[config.mk]
export PLATFORM = sky130hd
export DESIGN_NAME = feature_bram_loader
export DESIGN_NICKNAME = d
export VERILOG_FILES = /design/src/rtl/feature_bram_loader.sv
export SDC_FILE = /design/constraint.sdc
export NUM_CORES = 1
export LEC_CHECK = 0
export ABC_AREA = 0
export CORE_MARGIN = 1
export CORE_UTILIZATION = 47
export DETAILED_ROUTE_END_ITERATION = 8
export PLACE_DENSITY = 0.77
export SETUP_SLACK_MARGIN = 0.5
export SYNTH_ARGS = -nofsm -noshare
export SYNTH_HDL_FRONTEND = slang
export SYNTH_SLANG_ARGS = --single-unit
[constraint.sdc]
create_clock -name clk -period 2.23 [get_ports clk]
set_input_delay 0.446 -clock clk [delete_from_list [all_inputs] [get_ports clk]]
set_output_delay 0.446 -clock clk [all_outputs]
set_load 0.005 [all_outputs]
[src/rtl/feature_bram_loader.sv]
// Packs KERNEL_SIZE serial signed pixels per word and writes WORDS words to the feature BRAM.
// One write-strobe cycle per word (ready low there); load_down pulses one cycle after the final write.
module feature_bram_loader #(
   parameter int IN_WIDTH    = 8,
   parameter int IMAGE       = 32,
   parameter int KERNEL_SIZE = 5,
   parameter int WORDS       = IMAGE,
   localparam int AW = (IMAGE > 1) ? $clog2(IMAGE) : 1,
   localparam int LW = (KERNEL_SIZE > 1) ? $clog2(KERNEL_SIZE) : 1,
   localparam int DW = KERNEL_SIZE * IN_WIDTH
) (
   input  logic                clk,
   input  logic                rst,
   input  logic                start,
   input  logic                pixel_valid,
   input  logic [IN_WIDTH-1:0] nextPixel,
   output logic                pixel_ready,
   output logic                bram_select_en,
   output logic [AW-1:0]       bram_addr_f,
   output logic [DW-1:0]       bram_data_f,
   output logic                busy,
   output logic                load_down
);

   typedef enum logic [1:0] {IDLE, FILL, WRITE, DONE} state_t;

   state_t        state;
   state_t        state_next;
   logic [LW-1:0] lane_cnt;
   logic [AW-1:0] word_cnt;
   logic [DW-1:0] pack;
   logic [DW-1:0] word_next;
   logic          accept;
   logic          last_lane;
   logic          last_word;

   assign accept    = pixel_valid && pixel_ready;
   assign last_lane = (lane_cnt == LW'(KERNEL_SIZE - 1));
   assign last_word = (word_cnt == AW'(WORDS - 1));

   // The last lane goes straight from the input into the output register.
   always_comb begin
      word_next = pack;
      word_next[(KERNEL_SIZE-1)*IN_WIDTH +: IN_WIDTH] = nextPixel;
   end

   always_ff @(posedge clk) begin
      if (!rst) begin
         state <= IDLE;
      end else begin
         state <= state_next;
      end
   end

   always_comb begin
      state_next     = state;
      pixel_ready    = 1'b0;
      bram_select_en = 1'b0;
      busy           = 1'b1;
      load_down      = 1'b0;
      case (state)
         IDLE: begin
            busy = 1'b0;
            if (start) state_next = FILL;
         end
         FILL: begin
            pixel_ready = 1'b1;
            if (pixel_valid && last_lane) state_next = WRITE;
         end
         WRITE: begin
            bram_select_en = 1'b1;
            state_next     = last_word ? DONE : FILL;
         end
         DONE: begin
            load_down  = 1'b1;
            state_next = IDLE;
         end
         default: state_next = IDLE;
      endcase
   end

   always_ff @(posedge clk) begin
      if (!rst) begin
         lane_cnt    <= '0;
         word_cnt    <= '0;
         pack        <= '0;
         bram_addr_f <= '0;
         bram_data_f <= '0;
      end else begin
         case (state)
            IDLE: begin
               if (start) begin
                  lane_cnt <= '0;
                  word_cnt <= '0;
               end
            end
            FILL: begin
               if (accept) begin
                  if (last_lane) begin
                     lane_cnt    <= '0;
                     bram_addr_f <= word_cnt;
                     bram_data_f <= word_next;
                  end else begin
                     lane_cnt <= lane_cnt + 1'b1;
                     pack[lane_cnt*IN_WIDTH +: IN_WIDTH] <= nextPixel;
                  end
               end
            end
            WRITE: word_cnt <= word_cnt + 1'b1;
            DONE: begin
               word_cnt    <= '0;
               bram_addr_f <= '0;
            end
            default: ;
         endcase
      end
   end

endmodule

==> key figures <==
Routing
  – Number of DRC markers in iteration 0: roughly 150
  – Drt drc: 0
  – Vias: 3069
  – Antenna Nets Post-Route: 0
  – WL/cell: 14.3 um
  – First-pass detailed-route iteration total: 4
  – Total routed wirelength: 8320 um
  – Routed vias/inst: 5.28

Floorplan
  – DIE WIDTH: just under 90 um
  – Die Ht: a little under 90 um
  – Core Area: 7290 um2
  – Die area: 7970 um2
  – Initial Util: 49.1%
  – IO Pins: 61
  – # rows: 31

Power
  – Sequential Power Share: 55.7%
  – Logic pwr share: 6.4%
  – Clock power frac: 37.9%
  – Pwr Total: 2.81 mW
  – Sw Pwr: approximately 0.66 mW
  – Pleak: 1.64 nW
  – Switching share of power: 23.4%
  – Power density over cell area: ~610 nW/um2
  – Int Pwr: 2.15 mW
  – Maximum VDD drop: 371 uV

Clocking
  – CTS tree: built
  – CTS root buf: clkbuf_8
  – Number of buffers created by CTS: 9
  – CTS clk-pin slew, worst paths: 80 ps
  – Htree depth: 3
  – CTS max path bufs: 2
  – Hold buffer count at cts: 0
  – CTS Sinks: 87
  – Worst skew pair latency: approximately 350 ps

Timing
  – Setup TNS: 0 ps
  – FMAX: 574 MHz
  – Final hold vios: 0
  – Tmin final: 1740 ps
  – RSZ-0062 raised after global routing: true
  – Tightest Pin Transition: 471 ps
  – Max-slew violations: 0
  – Max_slew headroom: 68.5%
  – Final Setup Violations: 0
  – Skew final: around 6.5 ps
  – Tcrit/Tclk final: 78.2%

Logic synthesis
  – Seq/Total Area, Yosys: 48.7%
  – Syn Std Cell Area: 3580 um2
  – Post-synth EDFFs: 0
  – Synth warn: 0
  – Cells after synthesis: between 400 and 500
  – Syn nets: 440
  – Main synth FF type: dfxtp_1
  – Cell type with the largest total area after synthesis: dfxtp_1
  – Asr flop ratio synth: 0%
  – Synth cell count leaders: nand2_1 (127), dfxtp_1 (87), a21oi_1 (49), mux2i_1 (25), nand3_1 (17)
  – Most frequent cell after synthesis: nand2_1
  – Synth unique cells: 39
  – Flops & latches, synth: 87
  – Syn_area_per_cell: 8.56 um2
  – Yosys top cell area share: 48.7%
  – Ranking of synthesized cells by area: dfxtp_1 (49%), nand2_1 (13%), mux2i_1 (7.0%)

GRT
  – Largest net degree at the start of global routing: 37
  – Gr ovfl total: 0
  – GRT Total Usage: 21.7%
  – Initial antenna violation count: 0
  – First-pass GRT wire length: 13200 um
  – Vias in the first global route: around 2700

Critical path
  – Crit path max fanout: 8
  – CP arrival: ~2000 ps
  – RR Startpoint: lane_cnt[0]$_SDFFE_PN0P_
  – Critical path class: reg2reg
  – CP required: 2500 ps
  – CP startpoint kind: flop
  – Critical path origin: lane_cnt[0]$_SDFFE_PN0P_
  – CP endpoint kind: flop

Final layout
  – N_diodes: 0
  – # nets final: 499
  – Area of the multi-input gates: 1730 um2
  – Share of cells above drive strength 1: 12.2%
  – Filler cells: 659
  – Seq. cell area: 1760 um2
  – Area Growth Syn to Fin: 28.8%
  – Non-filler cells, final: 581

Flow run
  – Number of max-cap violations: 0

Min path
  – Worst Hold Launch: pack[6]$_SDFFE_PN0P_
  – Worst hold path class: reg2reg

Run status
  – Outcome: completed

Placed design
  – Post-Place Cells: 556
  – GPL Wtd Cong: about 0.79
  – IO Port Bufs: 60
  – DP HPWL: 5450 um
power by group through the flow:
stage          sequential, mW  clock, mW  combinational, mW
5_1_grt                  1.56       1.15              0.194
3_3_place_gp             1.61          0              0.152
3_5_place_dp             1.61          0              0.157
4_1_cts                  1.56       1.08              0.174
2_1_floorplan            1.60          0             0.0953
6_report                 1.56       1.06              0.181
layer usage:
metal,track usage [%],up-vias,share of wire (%)
met1,27.5,1439,46
met2,37.1,69,48
met4,8.66,0,2.5
li1,-,1541,-
met3,3.42,20,4.0
met5,0,-,0
state kept, by name, summed over array words and instances, names as in the netlist:
| name | cells |
|---|---|
| bram_data_f | 40 |
| pack | 32 |
| bram_addr_f | 5 |
| word_cnt | 5 |
| lane_cnt | 3 |
| state | 2 |
path summary, 6_finish.rpt:
kind | to | slack, ps | depth (start not counted)
worst max-delay path | pack[25]$_SDFFE_PN0P_ | 490 | 6
worst min-delay path | bram_data_f[6]$_SDFFE_PN0P_ | 450 | 2
worst max register to register | pack[25]$_SDFFE_PN0P_ | 490 | 6
worst min register to register | bram_data_f[6]$_SDFFE_PN0P_ | 450 | 2
worst max-delay path, cell delays in order, from the launching register on:
cell and delay, ps:
dfxtp_4 370, inv_4 40, ha_4 170, ha_4 160, and4bb_4 360, and4_4 340, mux2i_1 220
final cells by class:
class | instances | area share [%]
sequential | 87 | 38.2
multi-input combinational | 293 | 37.4
timing repair buffer | 80 | 17.0
clock buffer | 11 | 2.85
tap | 99 | 2.69
clock inverter | 5 | 1.25
inverter | 6 | 0.597
cell usage in the layout (no fill, tap or decap), types with 5 or more instances in the layout:
master	n
o21ai_0	6
nor2_1	9
clkbuf_8	9
nand3_1	17
nand2_1	126
a31o_1	8
ha_1	7
dfxtp_1	82
dfxtp_4	5
buf_4	16
a21oi_1	49
a31oi_1	9
mux2i_1	25
clkdlybuf4s50_1	56
stage by stage:
stage | utilization (%) | hold WS [ps] | cell area, um2 | setup slack (ps)
CTS | 62.6 | 457 | 4560 | 378
finish | 63.2 | 454 | 4610 | 487
global placement | 58.9 | 443 | 4300 | 202
floorplan | - | 432 | 3650 | 507
global route | 63.2 | 474 | 4610 | 441
detailed placement | 58.9 | 445 | 4300 | 142
kinds of logic (layout without fill, tap and decap cells):
| logic type | after synthesis | after routing | share of synthesized area, % |
|---|---|---|---|
| fa+ha+maj | 10 | 10 | 3.50 |
| xor+xnor | 2 | 2 | 0.490 |
| simple gates | 176 | 176 | 22.2 |
| flops | 87 | 87 | 48.7 |
| buf+inv | 38 | 102 | 4.93 |
| mux | 26 | 26 | 7.31 |
| compound gates | 79 | 79 | 12.9 |
repair_timing:
item                       CTS  global route
resized for setup           16             8
buffers inserted             6             3
pin swaps                    4             3
setup endpoints to repair   37            41
Note: power is estimated with default switching activity, not from simulation.
